**src/rtl/tnet_cmd_dec.sv**
```systemverilog
// Command decoder: classifies packets from the link and hands them to the local port, the next node, or both.
// Optional statistics counters are built when TNET_DEC_STAT_EN is defined; otherwise cnt_do is tied to zero.
module tnet_cmd_dec #(
  parameter logic [9:0] BCAST_ID = 10'h3FF
) (
  input  logic             c_clk_i,
  input  logic             c_rst_i,
  input  logic [9:0]       param_NN,
  input  logic [9:0]       param_ID,
  input  logic             rx_vld_i,
  input  logic [63:0]      rx_header_i,
  input  logic [63:0]      rx_data_i,
  output logic             rx_rdy_o,
  output logic             loc_req_o,
  input  logic             loc_ack_i,
  output logic [4:0]       loc_op_o,
  output logic             loc_ret_o,
  output logic [9:0]       loc_src_o,
  output logic [23:0]      loc_hdt_o,
  output logic [1:0][31:0] loc_data_o,
  output logic             fwd_req_o,
  input  logic             fwd_ack_i,
  output logic [63:0]      fwd_header_o,
  output logic [63:0]      fwd_data_o,
  output logic             err_o,
  output logic [31:0]      cnt_do
);

  typedef enum logic [1:0] {S_IDLE, S_DECODE, S_DISPATCH} state_t;

  state_t      state;
  logic        cls_drop, cls_loc, cls_fwd;
  logic        take;
  logic [1:0]  h_typ;
  logic [4:0]  h_op;
  logic [9:0]  h_dest, h_src, h_step;
  logic        c_drop, c_ret, c_loc, c_fwd;
  logic        loc_pend, fwd_pend;

  assign h_typ  = rx_header_i[63:62];
  assign h_op   = rx_header_i[61:57];
  assign h_dest = rx_header_i[53:44];
  assign h_src  = rx_header_i[43:34];
  assign h_step = rx_header_i[33:24];

  assign take = (state == S_IDLE) && rx_vld_i && rx_rdy_o;

  // Classification is resolved at capture so err_o can be a registered pulse during DECODE.
  always_comb begin
    c_drop   = (h_typ != 2'd0) || (h_op == 5'd0) || (h_step >= param_NN);
    c_ret    = (h_src == param_ID);
    c_loc    = c_ret || (h_dest == param_ID) || (h_dest == BCAST_ID);
    c_fwd    = !c_ret && (h_dest != param_ID);
    loc_pend = loc_req_o && !loc_ack_i;
    fwd_pend = fwd_req_o && !fwd_ack_i;
  end

  // NOTE: state and output registers use non-blocking assignments so every flop samples pre-edge values.
  always_ff @(posedge c_clk_i or posedge c_rst_i) begin
    if (c_rst_i) begin
      state        <= S_IDLE;
      rx_rdy_o     <= 1'b0;
      loc_req_o    <= 1'b0;
      fwd_req_o    <= 1'b0;
      err_o        <= 1'b0;
      cls_drop     <= 1'b0;
      cls_loc      <= 1'b0;
      cls_fwd      <= 1'b0;
      loc_op_o     <= '0;
      loc_ret_o    <= 1'b0;
      loc_src_o    <= '0;
      loc_hdt_o    <= '0;
      loc_data_o   <= '0;
      fwd_header_o <= '0;
      fwd_data_o   <= '0;
    end else begin
      err_o <= 1'b0;
      unique case (state)
        S_IDLE: begin
          if (take) begin
            state        <= S_DECODE;
            rx_rdy_o     <= 1'b0;
            err_o        <= c_drop;
            cls_drop     <= c_drop;
            cls_loc      <= c_loc && !c_drop;
            cls_fwd      <= c_fwd && !c_drop;
            loc_op_o     <= h_op;
            loc_ret_o    <= c_ret && !c_drop;
            loc_src_o    <= h_src;
            loc_hdt_o    <= rx_header_i[23:0];
            loc_data_o   <= rx_data_i;
            fwd_header_o <= {rx_header_i[63:34], h_step + 10'd1, rx_header_i[23:0]};
            fwd_data_o   <= rx_data_i;
          end else begin
            rx_rdy_o <= 1'b1;
          end
        end
        S_DECODE: begin
          if (cls_drop) begin
            state    <= S_IDLE;
            rx_rdy_o <= 1'b1;
          end else begin
            loc_req_o <= cls_loc;
            fwd_req_o <= cls_fwd;
            state     <= S_DISPATCH;
          end
        end
        S_DISPATCH: begin
          loc_req_o <= loc_pend;
          fwd_req_o <= fwd_pend;
          if (!loc_pend && !fwd_pend) begin
            state    <= S_IDLE;
            rx_rdy_o <= 1'b1;
          end
        end
        default: state <= S_IDLE;
      endcase
    end
  end

`ifdef TNET_DEC_STAT_EN
  logic [7:0] rx_cnt, loc_cnt, fwd_cnt, drop_cnt;

  // Counters wrap naturally at 8 bits.
  always_ff @(posedge c_clk_i or posedge c_rst_i) begin
    if (c_rst_i) begin
      rx_cnt   <= '0;
      loc_cnt  <= '0;
      fwd_cnt  <= '0;
      drop_cnt <= '0;
    end else if (take) begin
      rx_cnt   <= rx_cnt + 8'd1;
      loc_cnt  <= loc_cnt + {7'd0, c_loc && !c_drop};
      fwd_cnt  <= fwd_cnt + {7'd0, c_fwd && !c_drop};
      drop_cnt <= drop_cnt + {7'd0, c_drop};
    end
  end

  assign cnt_do = {rx_cnt, loc_cnt, fwd_cnt, drop_cnt};
`else
  assign cnt_do = 32'd0;
`endif

endmodule

```
**config.mk**
```make
export PLATFORM = sky130hd
export DESIGN_NAME = tnet_cmd_dec
export DESIGN_NICKNAME = d
export VERILOG_FILES = /design/src/rtl/tnet_cmd_dec.sv
export SDC_FILE = /design/constraint.sdc
export NUM_CORES = 1
export LEC_CHECK = 0
export BUFFER_PORTS_ARGS = -buffer_cell sky130_fd_sc_hd__clkbuf_2
export CAP_MARGIN = 20
export CORE_AREA = 3 3 161 163
export DETAILED_ROUTE_END_ITERATION = 10
export DIE_AREA = 0 0 164 166
export PLACE_DENSITY = 0.58
export SETUP_SLACK_MARGIN = 0.02
export SYNTH_ARGS = -nofsm -noshare
export SYNTH_HDL_FRONTEND = slang
export SYNTH_SLANG_ARGS = --single-unit
```
**constraint.sdc**
```tcl
create_clock -name c_clk_i -period 13.7 [get_ports c_clk_i]
set_input_delay 2.055 -clock c_clk_i [delete_from_list [all_inputs] [get_ports c_clk_i]]
set_output_delay 2.055 -clock c_clk_i [all_outputs]
set_load 0.02 [all_outputs]
```
; ---- After elaboration in Yosys (flattened, before gate mapping)
; Index checks and enable logic that the tools add are counted.
[op_classes]
add_sub_neg = 1
n_lt_le_gt_ge = 1
n_eq_ne = 10
mux = 14
reduce_logical = 28
[ops]
columns = op, count
row1 = == test 10 bit, 2
row2 = "adder 10 x 1 -> 10 bit, second input constant", 1
row3 = "== test 10 bit, second input constant", 1
row4 = greater-or-equal comparator 10 bit, 1
row5 = != test 10 bit, 1
row6 = logical AND 1 bit, 9
row7 = "!= test 2 bit, second input constant", 4
row8 = two-way mux 1 bit, 7
row9 = zero test 1 bit, 6
row10 = two-way mux 2 bit, 3
row11 = one-hot mux 2 bit (3 select lines), 1
row12 = AND reduction 2 bit, 3
row13 = zero test 5 bit, 1
row14 = logical OR 1 bit, 4
row15 = one-hot mux 1 bit (2 select lines), 2
row16 = nonzero test 2 bit, 2
row17 = one-hot mux 1 bit (3 select lines), 1
row18 = AND reduction 3 bit, 1
row19 = nonzero test 3 bit, 1
row20 = "== test 2 x 1 -> 1 bit, second input constant", 1
row21 = "== test 2 bit, second input constant", 1
row22 = zero test 2 bit, 1
[totals]
regBits = 241
output_inout_bits = 268
elab_cells = 70

; ---- Longest topological paths before layout
; Gate-level depths: netlist (run 1).
[logic_depth]
ltp_word = 6
mapped_depth = 7
depth_no_buf = 7

; ---- Least setup slack after synthesis (run 1)
; Ideal clock, no wire load.
[synth_path]
kind = input-to-reg
startpoint = in param_NN[9]
endpoint = reg cls_loc
setup_ps = 80
t_arrival_ps = 3302
t_required_ps = 13620
setup_slack_ps = 10318
cell_stages = 6
n_path_buf = 0
cell_sequence = inv_1 > ha_1 > a2111oi_2 > nand2_2 > a211oi_2 > a2bb2oi_1
[synth_via]
elab_chain_len = 4
[synth_rtl]
columns = item, line
row1 = start: declaration, 8  ; input logic [9:0] param_NN,
row2 = greater-or-equal comparator 10 bit, 50  ; c_drop = (h_typ != 2'd0) || (h_op == 5'd0) || (h_step >= param_NN);
row3 = logical OR 1 bit, 50
row4 = zero test 1 bit, 85  ; cls_loc <= c_loc && !c_drop;
row5 = logical AND 1 bit, 85
row6 = end signal: assignment, 85
row7 = end: declaration, 32  ; logic cls_drop, cls_loc, cls_fwd;
; No other way between the ends.
; A chain may end at the register's enable or synchronous reset.

; ---- Final worst setup path (run 1)
[layout_path]
startpoint = in rx_vld_i
endpoint = reg loc_data_o[1] (netlist name)
[layout_via]
elab_chain_len = 3
[layout_rtl]
columns = item, line
row1 = start: declaration, 10  ; input logic rx_vld_i,
row2 = logical AND 1 bit (2 in a row), 46  ; assign take = (state == S_IDLE) && rx_vld_i && rx_rdy_o;
row3 = AND reduction 2 bit (no line), n/a
row4 = end signal: assignment, 91  ; loc_data_o <= rx_data_i;
row5 = end: declaration, 20  ; output logic [1:0][31:0] loc_data_o,
; No other way between the ends.

==> results.json, run 1 <==
{
  "start_kind": "primary input",
  "drv_cap": 0,
  "cts_root_buffer": "clkbuf_16",
  "drc_violation_count_after_routing": 0,
  "clock_tree_from_tritoncts": "built",
  "grt_first_pass_wirelength_um": 28700,
  "tns_ns": 0,
  "final_max_slew_viol_count": 0,
  "routed-via-count": 4879,
  "main_synth_ff_type": "dfrtp_1",
  "detailedRoute.firstPassIterationCount": 4,
  "die_width_um": 164,
  "filler_cell_count_in_the_final_layout": 2472,
  "maximum_vdd_drop_mv": 0.132,
  "synth.distinct_cells": 34,
  "fp.dieArea_mm2": 0.0272,
  "detail-route-antenna-nets": 0,
  "worst_setup_hold_path_clk_slew_ns": 0.06,
  "detailedRoute.firstIterationViolations": 103,
  "synth_edf_count": 0,
  "ff2ff_path_depth": 6,
  "placeableCoreArea_mm2": 0.0245,
  "netlist.area_leader.share_pct": 50.3,
  "launching_element_of_the_worst_setup_path": "rx_vld_i",
  "largest_net_degree_at_the_start_of_global_routing": 79,
  "synth.top_cells.by_area": "dfrtp_1 50%, mux2_2 20%, buf_4 15%",
  "postCtsHoldBufs": 0,
  "dr_vias_cell": 4.13,
  "hold_slack_ns": 0.479,
  "final_wl_um": 19000,
  "cts_made_buffers": 17,
  "fp.dieH_um": 166,
  "syn_area_per_cell_um2": 12.4,
  "synthesis.area_mm2": 0.00687,
  "post-route-period-util_pct": 28.4,
  "setup_violations": 0,
  "clkSinkCount": 138,
  "worstReg2RegStart": "state[0]$_DFFE_PP0P_",
  "clockBufferDepth": 2,
  "critical_path_fanout_max": 78,
  "worstSkewPairLatency_ns": 0.41,
  "timing.critical_path.slowest_stage_cell": "buf_4",
  "post_cts.resized_instances": 0,
  "timing.hold.worst.class": "flop to flop",
  "async_flop_share_pct": 100,
  "critical-path-max-stage-delay_ns": 0.88,
  "grt_pass1_vias": 4968,
  "critical_path_capture_point": "loc_data_o[1]$_DFFE_PP0P_",
  "outcome": "finished clean",
  "avg_wl_per_cell_um": 16.1,
  "clock_tree.htree_level_count": 4,
  "crit_chain": "clkbuf_2 > nand3_4 > buf_4 > mux2_2",
  "num_rows": 57,
  "rsz0062_at_grt": "false",
  "ys_ff_latch": 138,
  "post_synth_inst_count": 554,
  "number_of_top_level_design_ports": 421,
  "design_power_total_mw": 2.44,
  "timing.reg2reg.setup_slack_ns": 10.79,
  "post_route_cells_drive_above_1_share_pct": 63.8,
  "start_util_pct": 28.1,
  "area.growth.synth_to_final_pct": 28.9,
  "fin_nets": 1011,
  "cts_setup_buffers": 0,
  "dp_hpwl_um": 15200,
  "ys_warn_count": 0,
  "worst_setup_path_end_kind": "flop",
  "port-buffer-count": 388,
  "period_minus_slack_ns": 3.89,
  "crit_arrival_ns": 4.18,
  "globalRouteTotalUtil_pct": 13.7,
  "power.density_cell_area_mw_per_mm2": 276,
  "post-synth-top-area-cell": "dfrtp_1",
  "initial_antenna_violation_count": 1,
  "finalHoldViolCount": 0,
  "worstMarginPinSlew_ns": 1.01,
  "grt_remaining_overflow": 0,
  "finalInstanceArea_mm2": 0.00885,
  "yosysSeqAreaShare_pct": 50.3,
  "worstReg2RegEnd": "state[1]$_DFFE_PP0P_",
  "cp.required_ns": 13.99,
  "postPlaceCellArea_mm2": 0.00828,
  "max_slew_margin_pct": 32.6,
  "path_class": "primary input to flop",
  "max_clock_freq_mhz": 257,
  "post-route-util_pct": 36.2,
  "worst_clock_skew_ns": 0.00988,
  "total_leakage_power_nw": 4.57,
  "gpl.final_weighted_congestion": 0.825
}
-- critical path, delay by kind of cell --
kind	cells	cell delay, ns
buffers and inverters	2	0.98
AND/OR/NAND/NOR	1	0.62
multiplexers	1	0.42
-- cell families after synthesis --
family,Yosys count,synth area share [%]
compound gates,32,3.02
fa+ha+maj,15,2.73
flops,138,50.3
mux,123,20.1
xor+xnor,28,3.57
simple gates,46,3.28
buf+inv,171,17.0
other cells,1,0.0546
-- layout by cell type, fill, tap and decap left out, types with 7 or more instances in the layout --
| cell | synthesis | layout |
|---|---|---|
| ha_1 | 15 | 15 |
| clkbuf_16 | 0 | 17 |
| conb_1 | 1 | 32 |
| clkbuf_2 | 0 | 388 |
| o21ai_0 | 13 | 13 |
| a21oi_1 | 7 | 7 |
| xnor2_1 | 17 | 17 |
| inv_1 | 20 | 19 |
| mux2_2 | 120 | 120 |
| inv_6 | 0 | 7 |
| nand2_1 | 15 | 15 |
| dfrtp_1 | 138 | 138 |
| xor2_1 | 11 | 11 |
-- worst min path at each step --
stage                                      start                      endpoint  slack, ns  cells after the start
floorplan                    cls_fwd$_DFFE_PP0P_           cls_fwd$_DFFE_PP0P_       0.47                      1
global placement    fwd_header_o[33]$_DFFE_PP0P_  fwd_header_o[33]$_DFFE_PP0P_       0.46                      2
detailed placement  fwd_header_o[30]$_DFFE_PP0P_  fwd_header_o[30]$_DFFE_PP0P_       0.47                      2
CTS                 fwd_header_o[30]$_DFFE_PP0P_  fwd_header_o[30]$_DFFE_PP0P_       0.49                      2
global route        fwd_header_o[30]$_DFFE_PP0P_  fwd_header_o[30]$_DFFE_PP0P_       0.51                      2
finish              fwd_header_o[30]$_DFFE_PP0P_  fwd_header_o[30]$_DFFE_PP0P_       0.48                      2
-- routing by layer --
metal	up-vias	GRT usage [%]	share of wire (%)
met1	2349	16.4	40
met5	-	0	0
met2	234	24.0	51
met3	12	3.92	7.6
met4	0	3.75	0.97
li1	2284	-	-
-- sequential cells by signal, indices dropped and copies added, names as in the netlist --
name,flops
loc_src_o,9
fwd_req_o,1
err_o,1
cls_drop,1
cls_loc,1
cls_fwd,1
rx_rdy_o,1
state,2
fwd_header_o,28
fwd_data_o,1
loc_req_o,1
loc_ret_o,1
loc_hdt_o,23
loc_op_o,4
loc_data_o,63
-- cell usage after synthesis, types with 4 or more instances --
cell type,instances
inv_1,20
buf_2,13
nor3_1,4
nand2_1,15
buf_4,135
nor2_1,6
xnor2_1,17
ha_1,15
xor2_1,11
nand3_1,5
nand4_1,6
dfrtp_1,138
mux2_2,120
a22o_1,4
o21ai_0,13
a21oi_1,7
-- report_power, final --
part,internal [mW],switching (mW)
registers,0.612,0.159
clock network,0.260,0.192
logic,0.460,0.758
total,1.33,1.11
-- final cells by class --
cell class | count | area, µm² | share of cell area [%]
Sequential cell | 138 | 3450 | 39.0
Multi-Input combinational cell | 276 | 2380 | 26.9
Timing Repair Buffer | 390 | 1960 | 22.1
Clock buffer | 19 | 443 | 5.00
Tap cell | 324 | 405 | 4.58
Clock inverter | 13 | 133 | 1.50
Inverter | 20 | 80.1 | 0.904
Antenna cell | 1 | 2.50 | 0.0283
-- through the flow --
step           cells  setup slack, ns
6_report        1181             9.81
2_1_floorplan    585             7.95
3_3_place_gp    1148             9.31
3_5_place_dp    1148             9.32
5_1_grt         1181             9.63
4_1_cts         1180             9.72
Note: power is estimated with default switching activity, not from simulation.
==> run 2: changes to the inputs <==
--- a/config.mk
+++ b/config.mk
@@ -7,10 +7,10 @@
 export LEC_CHECK = 0
 export BUFFER_PORTS_ARGS = -buffer_cell sky130_fd_sc_hd__clkbuf_2
 export CAP_MARGIN = 20
-export CORE_AREA = 3 3 161 163
+export CORE_AREA = 3 3 163 165
 export DETAILED_ROUTE_END_ITERATION = 10
-export DIE_AREA = 0 0 164 166
-export PLACE_DENSITY = 0.58
+export DIE_AREA = 0 0 166 168
+export PLACE_DENSITY = 0.57
 export SETUP_SLACK_MARGIN = 0.02
 export SYNTH_ARGS = -nofsm -noshare
 export SYNTH_HDL_FRONTEND = slang
==> constraint.sdc (replaced) <==
create_clock -name c_clk_i -period 4.1 [get_ports c_clk_i]
set_input_delay 0.615 -clock c_clk_i [delete_from_list [all_inputs] [get_ports c_clk_i]]
set_output_delay 0.615 -clock c_clk_i [all_outputs]
set_load 0.02 [all_outputs]
==> run 2 against run 1 <==
Sequential share of layout area shrank 0.19 points; critical path type is now flop to flop; register-to-register slack lost 9.0 ns; highest routed layer is now met5; critical endpoint is now loc_hdt_o[14]$_DFFE_PP0P_; clock power grew to 3.3 times the previous value; cell count grew 0.68%; setup slack lost 8.0 ns.
==> results.json, run 2 (synthesis results as in run 1) <==
{
  "outcome": "finished clean",
  "worst_path_most_repeated_cell": "buf_4",
  "grt_pass1_vias": 4893,
  "cts_root_buffer": "clkbuf_16",
  "die_width_um": 166,
  "globalRouteTotalUtil_pct": 13.7,
  "detail-route-antenna-nets": 0,
  "gr-usage-met2_pct": 25.7,
  "post_route_cells_drive_above_1_share_pct": 63.9,
  "dr_vias_cell": 4.15,
  "path_class": "flop to flop",
  "antenna_fix_cells": 0,
  "grt_first_pass_wirelength_um": 29300,
  "clock_tree_from_tritoncts": "built",
  "clockBufferDepth": 2,
  "critPathTopFamily": "buffers and inverters",
  "finalHoldViolCount": 0,
  "largest_net_degree_at_the_start_of_global_routing": 72,
  "crit_chain": "inv_1 > ha_1 > nand3_4 > buf_4 > buf_4 > mux2_2",
  "worst_clock_skew_ns": 0.0122,
  "global_route.usage.met1_pct": 14.6,
  "final_max_slew_viol_count": 0,
  "largestRegisters": "loc_data_o (63), fwd_header_o (28), loc_hdt_o (23)",
  "worstMarginPinSlew_ns": 0.798,
  "setup_violations": 0,
  "cts_setup_buffers": 0,
  "filler_cell_count_in_the_final_layout": 2551,
  "fin_nets": 1014,
  "cts_made_buffers": 17,
  "critical_path_fanout_max": 39,
  "rsz0062_at_grt": "false",
  "max_slew_margin_pct": 46.7,
  "initial_antenna_violation_count": 2,
  "timing.critical_path.slowest_stage_cell": "dfrtp_1",
  "fp.dieArea_mm2": 0.0279,
  "worstSkewPairLatency_ns": 0.42,
  "largest_register_ff_count": 63,
  "dp_hpwl_um": 15800,
  "timing.critical_path.buf_inv": 3,
  "postPlaceCellArea_mm2": 0.00833,
  "grtUsageMet3_pct": 5.00,
  "maximum_vdd_drop_mv": 0.402,
  "final_cell_mix": "388 x clkbuf_2, 138 x dfrtp_1, 120 x mux2_2, 32 x conb_1, 19 x inv_1",
  "postCtsHoldBufs": 0,
  "number_of_top_level_design_ports": 421,
  "tns_ns": 0,
  "fp.dieH_um": 168,
  "detailedRoute.firstPassIterationCount": 4,
  "gpl.final_weighted_congestion": 0.752,
  "drv_cap": 0,
  "critical-path-max-stage-delay_ns": 0.39,
  "placeableCoreArea_mm2": 0.0252,
  "avg_wl_per_cell_um": 16.5,
  "area.growth.synth_to_final_pct": 29.5,
  "finalInstanceArea_mm2": 0.00890,
  "start_kind": "flop",
  "crit_arrival_ns": 2.59,
  "worst_setup_hold_path_clk_slew_ns": 0.07,
  "routed-via-count": 4929,
  "power.density_cell_area_mw_per_mm2": 914,
  "clkSinkCount": 138,
  "grt_remaining_overflow": 0,
  "period_minus_slack_ns": 2.30,
  "timing.hold.worst.class": "primary input to asynchronous set/reset pin",
  "post_cts.resized_instances": 0,
  "total_leakage_power_nw": 4.59,
  "max_clock_freq_mhz": 435,
  "num_rows": 58,
  "detailedRoute.firstIterationViolations": 200,
  "start_util_pct": 27.3,
  "port-buffer-count": 388,
  "layout.cells.most_common": "clkbuf_2",
  "final_wl_um": 19700,
  "busiest_layer": "met2",
  "drc_violation_count_after_routing": 0,
  "post-route-period-util_pct": 56.0,
  "worst_setup_path_end_kind": "flop",
  "clock_tree.htree_level_count": 4,
  "largest-register": "loc_data_o",
  "cp.required_ns": 4.39
}
## run 2: cell count changes in the layout (fill, tap and decap cells not counted), sizes merged
cell      before  now
buf            2    5
clkbuf       407  406
clkinv         1    7
clkinvlp       4    2
diode          1    0
inv           27   24
## run 2: per-stage QoR
| stage | std cells | setup slack (ns) | hold WS (ns) | util (%) | power (mW) |
|---|---|---|---|---|---|
| floorplan | 585 | 1.76 | 0.473 | - | 5.86 |
| global placement | 1157 | 1.70 | 0.462 | 33.1 | 6.70 |
| detailed placement | 1157 | 1.69 | 0.471 | 33.1 | 6.73 |
| CTS | 1189 | 1.75 | 0.339 | 35.3 | 8.28 |
| global route | 1189 | 1.60 | 0.378 | 35.3 | 8.62 |
| finish | 1189 | 1.80 | 0.330 | 35.3 | 8.13 |
## run 2: metal layers
layer / vias to the layer above / routed length [µm]
li1: 2292 / -
met1: 2368 / 7210
met2: 259 / 10500
met3: 8 / 1800
met4: 2 / 155
met5: - / 13
## run 2: layout make-up
class	instances	area [µm²]	share of cell area, %
tap	330	413	4.64
timing repair buffer	393	2000	22.5
inverter	20	78.8	0.886
sequential	138	3450	38.8
clock buffer	18	429	4.82
multi-input combinational	276	2380	26.8
clock inverter	14	138	1.55
## run 2: path summary, 6_finish.rpt
path | startpoint | to | slack (ns) | cells after the start
worst max-delay path | state[0]$_DFFE_PP0P_ | loc_hdt_o[14]$_DFFE_PP0P_ | 1.80 | 6
max in group asynchronous | c_rst_i | loc_data_o[6]$_DFFE_PP0P_ | 2.83 | 3
worst min register to register | fwd_header_o[31]$_DFFE_PP0P_ | fwd_header_o[31]$_DFFE_PP0P_ | 0.48 | 2
worst max register to register | state[0]$_DFFE_PP0P_ | loc_hdt_o[14]$_DFFE_PP0P_ | 1.80 | 6
worst min-delay path | c_rst_i | fwd_header_o[24]$_DFFE_PP0P_ | 0.33 | 2
min in group c_clk_i | rx_header_i[16] | loc_hdt_o[16]$_DFFE_PP0P_ | 0.43 | 2
## run 2: power breakdown
part / leakage [nW] / internal [mW] / switching (mW)
logic: 2.68 / 1.55 / 2.52
registers: 1.63 / 2.05 / 0.525
clock network: 0.278 / 0.850 / 0.651
## run 2: worst reg2reg max path, stage by stage (launching register included)
cell     delay [ns]
dfrtp_1        0.39
inv_1          0.08
ha_1           0.25
nand3_4        0.37
buf_4          0.37
buf_4          0.35
mux2_2         0.38
